## src/rtl/priority_queue.sv

```systemverilog
// Min-priority queue held as a sorted, compacting register array.
// Supports push (with ID), pop-minimum and drop-by-ID, one operation per cycle.
module priority_queue #(
  parameter int DEPTH = 8,
  parameter int DW    = 8,
  parameter int IDW   = 8,
  parameter int CW    = $clog2(DEPTH + 1)
) (
  input  logic           clk_i,
  input  logic           rst_ni,
  input  logic           push_i,
  input  logic [DW-1:0]  data_i,
  output logic           push_rdy_o,
  output logic [IDW-1:0] push_id_o,
  input  logic           pop_i,
  output logic           pop_rdy_o,
  output logic [DW-1:0]  data_o,
  input  logic           drop_i,
  input  logic [IDW-1:0] drop_id_i,
  output logic           drop_rdy_o,
  output logic           full_o,
  output logic           empty_o,
  output logic [CW-1:0]  cnt_o,
  output logic           peek_vld_o,
  output logic [DW-1:0]  peek_data_o,
  output logic           overflow_o,
  output logic [DW-1:0]  data_overflow_o
);

  // Slot i is valid iff i < cnt_q, so the valid bits are implied by the count.
  logic [DW-1:0]  data_q [DEPTH];
  logic [DW-1:0]  data_d [DEPTH];
  logic [IDW-1:0] id_q   [DEPTH];
  logic [IDW-1:0] id_d   [DEPTH];
  logic [CW-1:0]  cnt_q, cnt_d;
  logic [IDW-1:0] id_cnt_q, id_cnt_d;
  logic [DW-1:0]  data_o_q, data_o_d;
  logic           ovf_q, ovf_d;
  logic [DW-1:0]  ovf_data_q, ovf_data_d;

  logic           full, empty;
  logic           do_drop, do_pop, do_push;
  logic [CW-1:0]  ins_pos;
  logic [CW-1:0]  rm_pos;
  logic           rm_hit;

  assign full  = (cnt_q == CW'(DEPTH));
  assign empty = (cnt_q == '0);

  // Handshake: an operation fires at a rising edge when its request and its
  // ready are both high; drop beats pop beats push within one cycle.
  assign drop_rdy_o = 1'b1;
  assign pop_rdy_o  = !empty && !drop_i;
  assign push_rdy_o = !drop_i && !pop_i;

  assign do_drop = drop_i;
  assign do_pop  = pop_i && pop_rdy_o;
  assign do_push = push_i && push_rdy_o;

  always_comb begin
    ins_pos = '0;
    for (int i = 0; i < DEPTH; i++) begin
      if (CW'(i) < cnt_q && data_q[i] <= data_i) ins_pos = ins_pos + 1'b1;
    end
    rm_hit = 1'b0;
    rm_pos = '0;
    // Scan from the tail so the lowest matching slot wins.
    for (int i = DEPTH - 1; i >= 0; i--) begin
      if (CW'(i) < cnt_q && id_q[i] == drop_id_i) begin
        rm_hit = 1'b1;
        rm_pos = CW'(i);
      end
    end
  end

  always_comb begin
    data_d     = data_q;
    id_d       = id_q;
    cnt_d      = cnt_q;
    id_cnt_d   = id_cnt_q;
    data_o_d   = data_o_q;
    ovf_d      = 1'b0;
    ovf_data_d = ovf_data_q;
    if (do_drop) begin
      if (rm_hit) begin
        for (int i = 0; i < DEPTH - 1; i++) begin
          if (CW'(i) >= rm_pos) begin
            data_d[i] = data_q[i+1];
            id_d[i]   = id_q[i+1];
          end
        end
        cnt_d = cnt_q - 1'b1;
      end
    end else if (do_pop) begin
      data_o_d = data_q[0];
      for (int i = 0; i < DEPTH - 1; i++) begin
        data_d[i] = data_q[i+1];
        id_d[i]   = id_q[i+1];
      end
      cnt_d = cnt_q - 1'b1;
    end else if (do_push) begin
      id_cnt_d = id_cnt_q + 1'b1;
      if (full && ins_pos == CW'(DEPTH)) begin
        ovf_d      = 1'b1;
        ovf_data_d = data_i;
      end else begin
        if (full) begin
          ovf_d      = 1'b1;
          ovf_data_d = data_q[DEPTH-1];
        end else begin
          cnt_d = cnt_q + 1'b1;
        end
        // When full the old tail simply shifts off the end.
        for (int i = 1; i < DEPTH; i++) begin
          if (CW'(i) > ins_pos) begin
            data_d[i] = data_q[i-1];
            id_d[i]   = id_q[i-1];
          end
        end
        for (int i = 0; i < DEPTH; i++) begin
          if (CW'(i) == ins_pos) begin
            data_d[i] = data_i;
            id_d[i]   = id_cnt_q;
          end
        end
      end
    end
  end

  always_ff @(posedge clk_i) begin
    if (!rst_ni) begin
      for (int i = 0; i < DEPTH; i++) begin
        data_q[i] <= '0;
        id_q[i]   <= '0;
      end
      cnt_q      <= '0;
      id_cnt_q   <= '0;
      data_o_q   <= '0;
      ovf_q      <= 1'b0;
      ovf_data_q <= '0;
    end else begin
      data_q     <= data_d;
      id_q       <= id_d;
      cnt_q      <= cnt_d;
      id_cnt_q   <= id_cnt_d;
      data_o_q   <= data_o_d;
      ovf_q      <= ovf_d;
      ovf_data_q <= ovf_data_d;
    end
  end

  assign push_id_o       = id_cnt_q;
  assign data_o          = data_o_q;
  assign full_o          = full;
  assign empty_o         = empty;
  assign cnt_o           = cnt_q;
  assign peek_vld_o      = !empty;
  assign peek_data_o     = empty ? '0 : data_q[0];
  assign overflow_o      = ovf_q;
  assign data_overflow_o = ovf_data_q;

endmodule

```

## config.mk

```make
export PLATFORM = sky130hd
export DESIGN_NAME = priority_queue
export DESIGN_NICKNAME = d
export VERILOG_FILES = /design/src/rtl/priority_queue.sv
export SDC_FILE = /design/constraint.sdc
export NUM_CORES = 1
export LEC_CHECK = 0
export CAP_MARGIN = 20
export CORE_MARGIN = 4
export CORE_UTILIZATION = 60
export CTS_BUF_LIST = sky130_fd_sc_hd__clkbuf_4 sky130_fd_sc_hd__clkbuf_8 sky130_fd_sc_hd__clkbuf_16
export DETAILED_ROUTE_END_ITERATION = 12
export PLACE_DENSITY = 0.8
export SLEW_MARGIN = 20
export SYNTH_ARGS = -nofsm -noshare
export SYNTH_HDL_FRONTEND = slang
export SYNTH_SLANG_ARGS = --single-unit
```

## constraint.sdc

```tcl
create_clock -name clk_i -period 20.5 [get_ports clk_i]
set_input_delay 2.05 -clock clk_i [delete_from_list [all_inputs] [get_ports clk_i]]
set_output_delay 2.05 -clock clk_i [all_outputs]
set_load 0.005 [all_outputs]
```

Word-level counts from Yosys, hierarchy flattened
Cells that the tools add are included.
{"block": "classes", "add_sub_neg": 10, "multipliers": 0, "n_div": 0, "magnitude_cmp": 30, "eq_ne": 27, "n_shift": 0, "n_mux": 89, "bitwise_logic": 5, "reduce_logical": 49}
{"cell": "8-bit 2-to-1 mux", "count": 47}
{"cell": "56-bit 2-to-1 mux", "count": 6}
{"cell": "64-bit 2-to-1 mux", "count": 4}
{"cell": "4-bit 2-to-1 mux", "count": 20}
{"cell": "8-bit == test", "count": 8}
{"cell": "8-bit less-or-equal comparator", "count": 8}
{"cell": "5-bit AND reduction", "count": 8}
{"cell": "4-bit by 1-bit adder with 4-bit output, second input constant", "count": 8}
{"cell": "4-bit nonzero test", "count": 6}
{"cell": "1-bit logical AND", "count": 21}
{"cell": "3-bit by 4-bit == test with 1-bit output, first input constant", "count": 4}
{"cell": "3-bit by 4-bit > comparator with 1-bit output, first input constant", "count": 4}
{"cell": "3-bit by 4-bit less-than comparator with 1-bit output, first input constant", "count": 4}
{"cell": "2-bit by 1-bit inequality test with 1-bit output, second input constant", "count": 8}
{"cell": "3-bit by 4-bit greater-or-equal comparator with 1-bit output, first input constant", "count": 3}
{"cell": "1-bit 2-to-1 mux", "count": 11}
{"cell": "8-bit by 1-bit adder with 8-bit output, second input constant", "count": 1}
{"cell": "2-bit by 4-bit == test with 1-bit output, first input constant", "count": 2}
{"cell": "4-bit == test, second input constant", "count": 2}
{"cell": "1-bit by 4-bit greater-or-equal comparator with 1-bit output, first input constant", "count": 2}
{"cell": "2-bit by 4-bit greater-or-equal comparator with 1-bit output, first input constant", "count": 2}
{"cell": "2-bit by 4-bit > comparator with 1-bit output, first input constant", "count": 2}
{"cell": "4-bit logical NOT", "count": 2}
{"cell": "1-bit by 4-bit less-than comparator with 1-bit output, first input constant", "count": 2}
{"cell": "other kinds (15)", "count": 25}
{"block": "totals", "regBits": 157, "latchBits": 0, "ramBits": 0, "romBits": 0, "inputBits": 21, "output_inout_bits": 43, "wordCells": 231, "memories": 0}

Logic depth before layout (Yosys ltp)
{"block": "depth", "word_depth": 24, "depth_mapped": 38, "ltp_nobuf": 36}

Worst setup path after synthesis
OpenSTA, ideal clock, no wires.
{"block": "synth_path", "kind": "input -> register", "from": "input port data_i[2]", "to": "register data_q[48] in the netlist's numbering", "t_arrival_ps": 8677, "required_time_ps": 20441, "path_slack_ps": 11765, "stages": 36, "path_buffers": 2, "cell_sequence": "inv_1 ha_1 a21o_1 a211o_1 a21oi_1 o21ai_0 o31ai_1 nand2_1 inv_1 ha_1 clkbuf_1 xnor2_1 inv_1 ha_1 and2_1 o21bai_1 ha_1 mux2i_1 o31a_1 inv_1 ha_1 nand2_1 o21ai_0 ha_1 nand2_1 nand2_1 ha_1 or2_2 o22ai_1 a31oi_1 mux2_2 o31ai_1 o211ai_2 a31oi_1 clkbuf_1 a22o_1"}
{"block": "synth_between", "elab_chain_len": 23}
{"item": "from (decl)", "line_no": "12", "rtl": "input logic [DW-1:0] data_i,"}
{"item": "8-bit less-or-equal comparator", "line_no": "63", "rtl": "if (CW'(i) < cnt_q && data_q[i] <= data_i) ins_pos = ins_pos + 1'b1;"}
{"item": "1-bit logical AND", "line_no": "63"}
{"item": "1-bit 2-to-1 mux", "line_no": "63"}
{"item": "4-bit by 1-bit adder with 4-bit output", "line_no": "63"}
{"item": "4-bit 2-to-1 mux", "line_no": "63"}
{"item": "4-bit by 1-bit adder with 4-bit output", "line_no": "63"}
{"item": "4-bit 2-to-1 mux", "line_no": "63"}
{"item": "4-bit by 1-bit adder with 4-bit output", "line_no": "63"}
{"item": "[... 7 more ...]"}
{"item": "4-bit by 1-bit adder with 4-bit output", "line_no": "63"}
{"item": "4-bit 2-to-1 mux (*)", "line_no": "63"}
{"item": "1-bit by 4-bit == test with 1-bit output", "line_no": "121", "rtl": "if (CW'(i) == ins_pos) begin"}
{"item": "8-bit 2-to-1 mux", "line_no": "121"}
{"item": "64-bit 2-to-1 mux", "line_no": "103", "rtl": "if (full && ins_pos == CW'(DEPTH)) begin"}
{"item": "64-bit 2-to-1 mux", "line_no": "101", "rtl": "end else if (do_push) begin"}
{"item": "56-bit 2-to-1 mux", "line_no": "94", "rtl": "end else if (do_pop) begin"}
{"item": "56-bit 2-to-1 mux", "line_no": "84", "rtl": "if (do_drop) begin"}
{"item": "to (signal assigned)", "line_no": "142", "rtl": "data_q <= data_d;"}
{"item": "to (decl)", "line_no": "31", "rtl": "logic [DW-1:0] data_q [DEPTH];"}
Every way passes the cells marked *; elsewhere a longest branch is shown, timed or not. The select of a mux whose other input is x is not followed.
A chain may end at the register's enable or synchronous reset.

Worst setup path in the final report
{"block": "layout_path", "from": "input port data_i[3]", "to": "register data_q[55] in the netlist's numbering"}
The elaborated chain is that of the path after synthesis.

==> impl_metrics.tcl <==
set metrics [dict create \
    synth_edf_count 0 \
    status "finished, final reports clean" \
    dr.pass1.iters 6 \
    portBuffers 62 \
    clk_pin_slew_worst_paths_ns 0.07 \
    drt-vias-per-instance 6.995 \
    synth_area_per_cell_sq_um 8.230 \
    sw_frac_of_total_pct 51.29 \
    critPathKind "in -> reg" \
    ys_types 81 \
    finalSetupTns_ns 0 \
    cap_viol_max_count 0 \
    max_stage_delay_ns 0.96 \
    cts_tree "done" \
    crit_fanout 88 \
    fin_crit_sh_pct 52.44 \
    fin_nets 1514 \
    clock-root-buffer "clkbuf_16" \
    die_x_um 149.0 \
    yosysTopAreaCell "dfxtp_1" \
    yosysSeqAreaShare_pct 26.34 \
    num_rows 51 \
    combPwrFrac_pct 56.0 \
    critPathArrivalTime_ns 11.08 \
    clockBufferDepth 2 \
    cts_resized 0 \
    synthTopCellsByCount "dfxtp_1 (157), nand2_1 (128), clkbuf_1 (93), ha_1 (75), nor2_1 (61)" \
    clkSinkCount 157 \
    first_iter_violations 1740 \
    track_usage_pct 33.27 \
    wl_per_cell_um 21.92 \
    power_frac_seq_pct 23.5 \
    r2r_cells 27 \
    yosysTopAreaCellShare_pct 26.34 \
    antenna_found_initial 0 \
    ys_warn_count 0 \
    dieArea_sq_mm 0.02221 \
    cp.required_ns 20.83 \
    gr-total-overflow 0 \
    syn-instance-count 1450 \
    h-tree-depth 4 \
    hold_class "reg -> reg" \
    placed_cell_area_sq_mm 0.01249 \
    synth_nets 1546 \
    hold_depth 2 \
    grt_max_degree 89 \
    power_density_mw_per_mm2 130.1 \
    clkLatencyLatePin_ns 0.44 \
    maxSlewViolCount 0 \
    maxSlewHeadroom_pct 27.92 \
    power_switching_uw 875.1 \
    rsz0062_at_grt "false" \
    finalClockSkew_ns 0.01200 \
    grt_pass1_wl_mm 60.69 \
    grt_pass1_vias 11220 \
    leakagePower_nw 4.785 \
    intPower_uw 831.2 \
    gp_congestion 0.9324 \
    dp_hpwl_mm 25.07 \
    drc_errors 0 \
    postCtsHoldBufs 0 \
    synth_area_leaders "dfxtp_1 (26%), ha_1 (7.9%), nand2_1 (4.0%)" \
    crit_path_top_delay_cell "xor3_4" \
    syn_to_final_growth_pct 9.907 \
    clkPwrFrac_pct 20.5 \
    drive_above_1_share_pct 6.499 \
    core_area_sq_mm 0.01953 \
    fmax_mhz 93.02 \
    ir_drop_mv 0.1178 \
    tightest_slew_ns 1.079 \
    antenna_left 0 \
    die_h_um 149.0 \
    cts_made_buffers 17 \
    critical_path.most_common_cell "ha_1" \
    wl_mm 37.18 \
    synth.most_common_cell "dfxtp_1" \
    cp-end-kind "flip-flop" \
    period_needed_ns 10.75 \
    ys.flop_type "dfxtp_1" \
    start_util_pct 61.12 \
    netlist_area_sq_mm 0.01193 \
    start_kind "input pin" \
    hold_viol_final 0 \
    post-route-cell-area_sq_mm 0.01312 \
    antenna_cells 0 \
    vias 11860 \
    setup_violations 0 \
    ys_ff_latch 157 \
    async_flop_share_pct 0 \
    io_pins 64 \
    postCtsSetupBuffers 0 \
]
layout make-up:
| type | count | area (sq um) |
|---|---|---|
| inverters | 44 | 165.2 |
| flip-flops and latches | 157 | 3143 |
| clock buffers | 17 | 425.4 |
| repair buffers | 84 | 780.7 |
| well taps | 265 | 331.6 |
| fillers | 1647 | 6410 |
| multi-input cells | 1114 | 8073 |
| clock inverters | 15 | 197.7 |
worst max-delay path: cells and delay by family:
family,cells,cell delay [ns]
buf+inv,7,2.45
simple gates,6,0.62
xor+xnor,2,1.23
mux,1,0.15
fa+ha+maj,6,1.87
compound gates,12,2.64
logic make-up (layout without fill, tap and decap cells):
family | after synthesis | in the layout | share of synthesized area (%)
fa+ha+maj | 75 | 75 | 7.863
simple gates | 416 | 416 | 17.88
flops | 157 | 157 | 26.34
buf+inv | 179 | 160 | 6.311
compound gates | 489 | 489 | 30.86
other cells | 1 | 1 | 0.03142
mux | 44 | 44 | 3.701
xor+xnor | 89 | 89 | 7.024
power by group through the flow:
| stage | clock network (mW) | logic, mW | registers (mW) |
|---|---|---|---|
| 2_1_floorplan | 0 | 0.725 | 0.385 |
| 3_3_place_gp | 0 | 0.895 | 0.405 |
| 3_5_place_dp | 0 | 0.915 | 0.406 |
| 4_1_cts | 0.350 | 0.922 | 0.399 |
| 5_1_grt | 0.362 | 1.04 | 0.406 |
| 6_report | 0.350 | 0.955 | 0.402 |
registers in the layout (all words and copies together) (netlist names):
register	flops
data_q	64
id_q	64
data_o	8
data_overflow_o	8
push_id_o	8
cnt_o	4
overflow_o	1
final timing paths:
check	slack (ns)	endpoint	start
setup / recovery	9.75	data_q[55]$_SDFFE_PN0P_	data_i[3]
hold / removal	0.49	data_o[7]$_SDFFE_PN0P_	data_o[7]$_SDFFE_PN0P_
setup reg to reg	11.55	data_q[55]$_SDFFE_PN0P_	cnt_o[3]$_SDFFE_PN0P_
hold reg to reg	0.49	data_o[7]$_SDFFE_PN0P_	data_o[7]$_SDFFE_PN0P_
stage by stage:
| stage | power (mW) | cells | util (%) | setup slack, ns | hold slack, ns |
|---|---|---|---|---|---|
| 3_5_place_dp | 1.321 | 1664 | 63.95 | 9.508 | 0.4821 |
| 6_report | 1.706 | 1696 | 67.17 | 9.749 | 0.4906 |
| 2_1_floorplan | 1.110 | 1450 | - | 11.76 | 0.4636 |
| 4_1_cts | 1.671 | 1696 | 67.14 | 9.931 | 0.4977 |
| 3_3_place_gp | 1.300 | 1664 | 63.95 | 9.756 | 0.4751 |
| 5_1_grt | 1.803 | 1696 | 67.17 | 9.196 | 0.5240 |
cell usage in the layout (no fill, tap or decap), types with 40 or more instances in the layout:
master | netlist | final
nor2_1 | 61 | 61
a211oi_1 | 44 | 44
inv_1 | 43 | 43
o21ai_1 | 59 | 58
o21ai_0 | 41 | 41
ha_1 | 75 | 75
a31oi_1 | 43 | 43
dfxtp_1 | 157 | 157
nor4_1 | 40 | 40
mux2i_1 | 43 | 43
a21oi_1 | 51 | 51
nand2_1 | 128 | 128
clkdlybuf4s50_1 | 0 | 61
xnor2_1 | 48 | 48
routing by layer:
layer | wire, um | up-vias | share of wire, % | GRT usage, %
li1 | - | 5456 | - | -
met1 | 15300 | 5600 | 41 | 46.17
met2 | 16960 | 687 | 46 | 52.77
met3 | 3775 | 120 | 10 | 5.226
met4 | 1133 | 0 | 3.0 | 11.58
met5 | 0 | - | 0 | 0
Note: power is estimated with default switching activity, not from simulation.
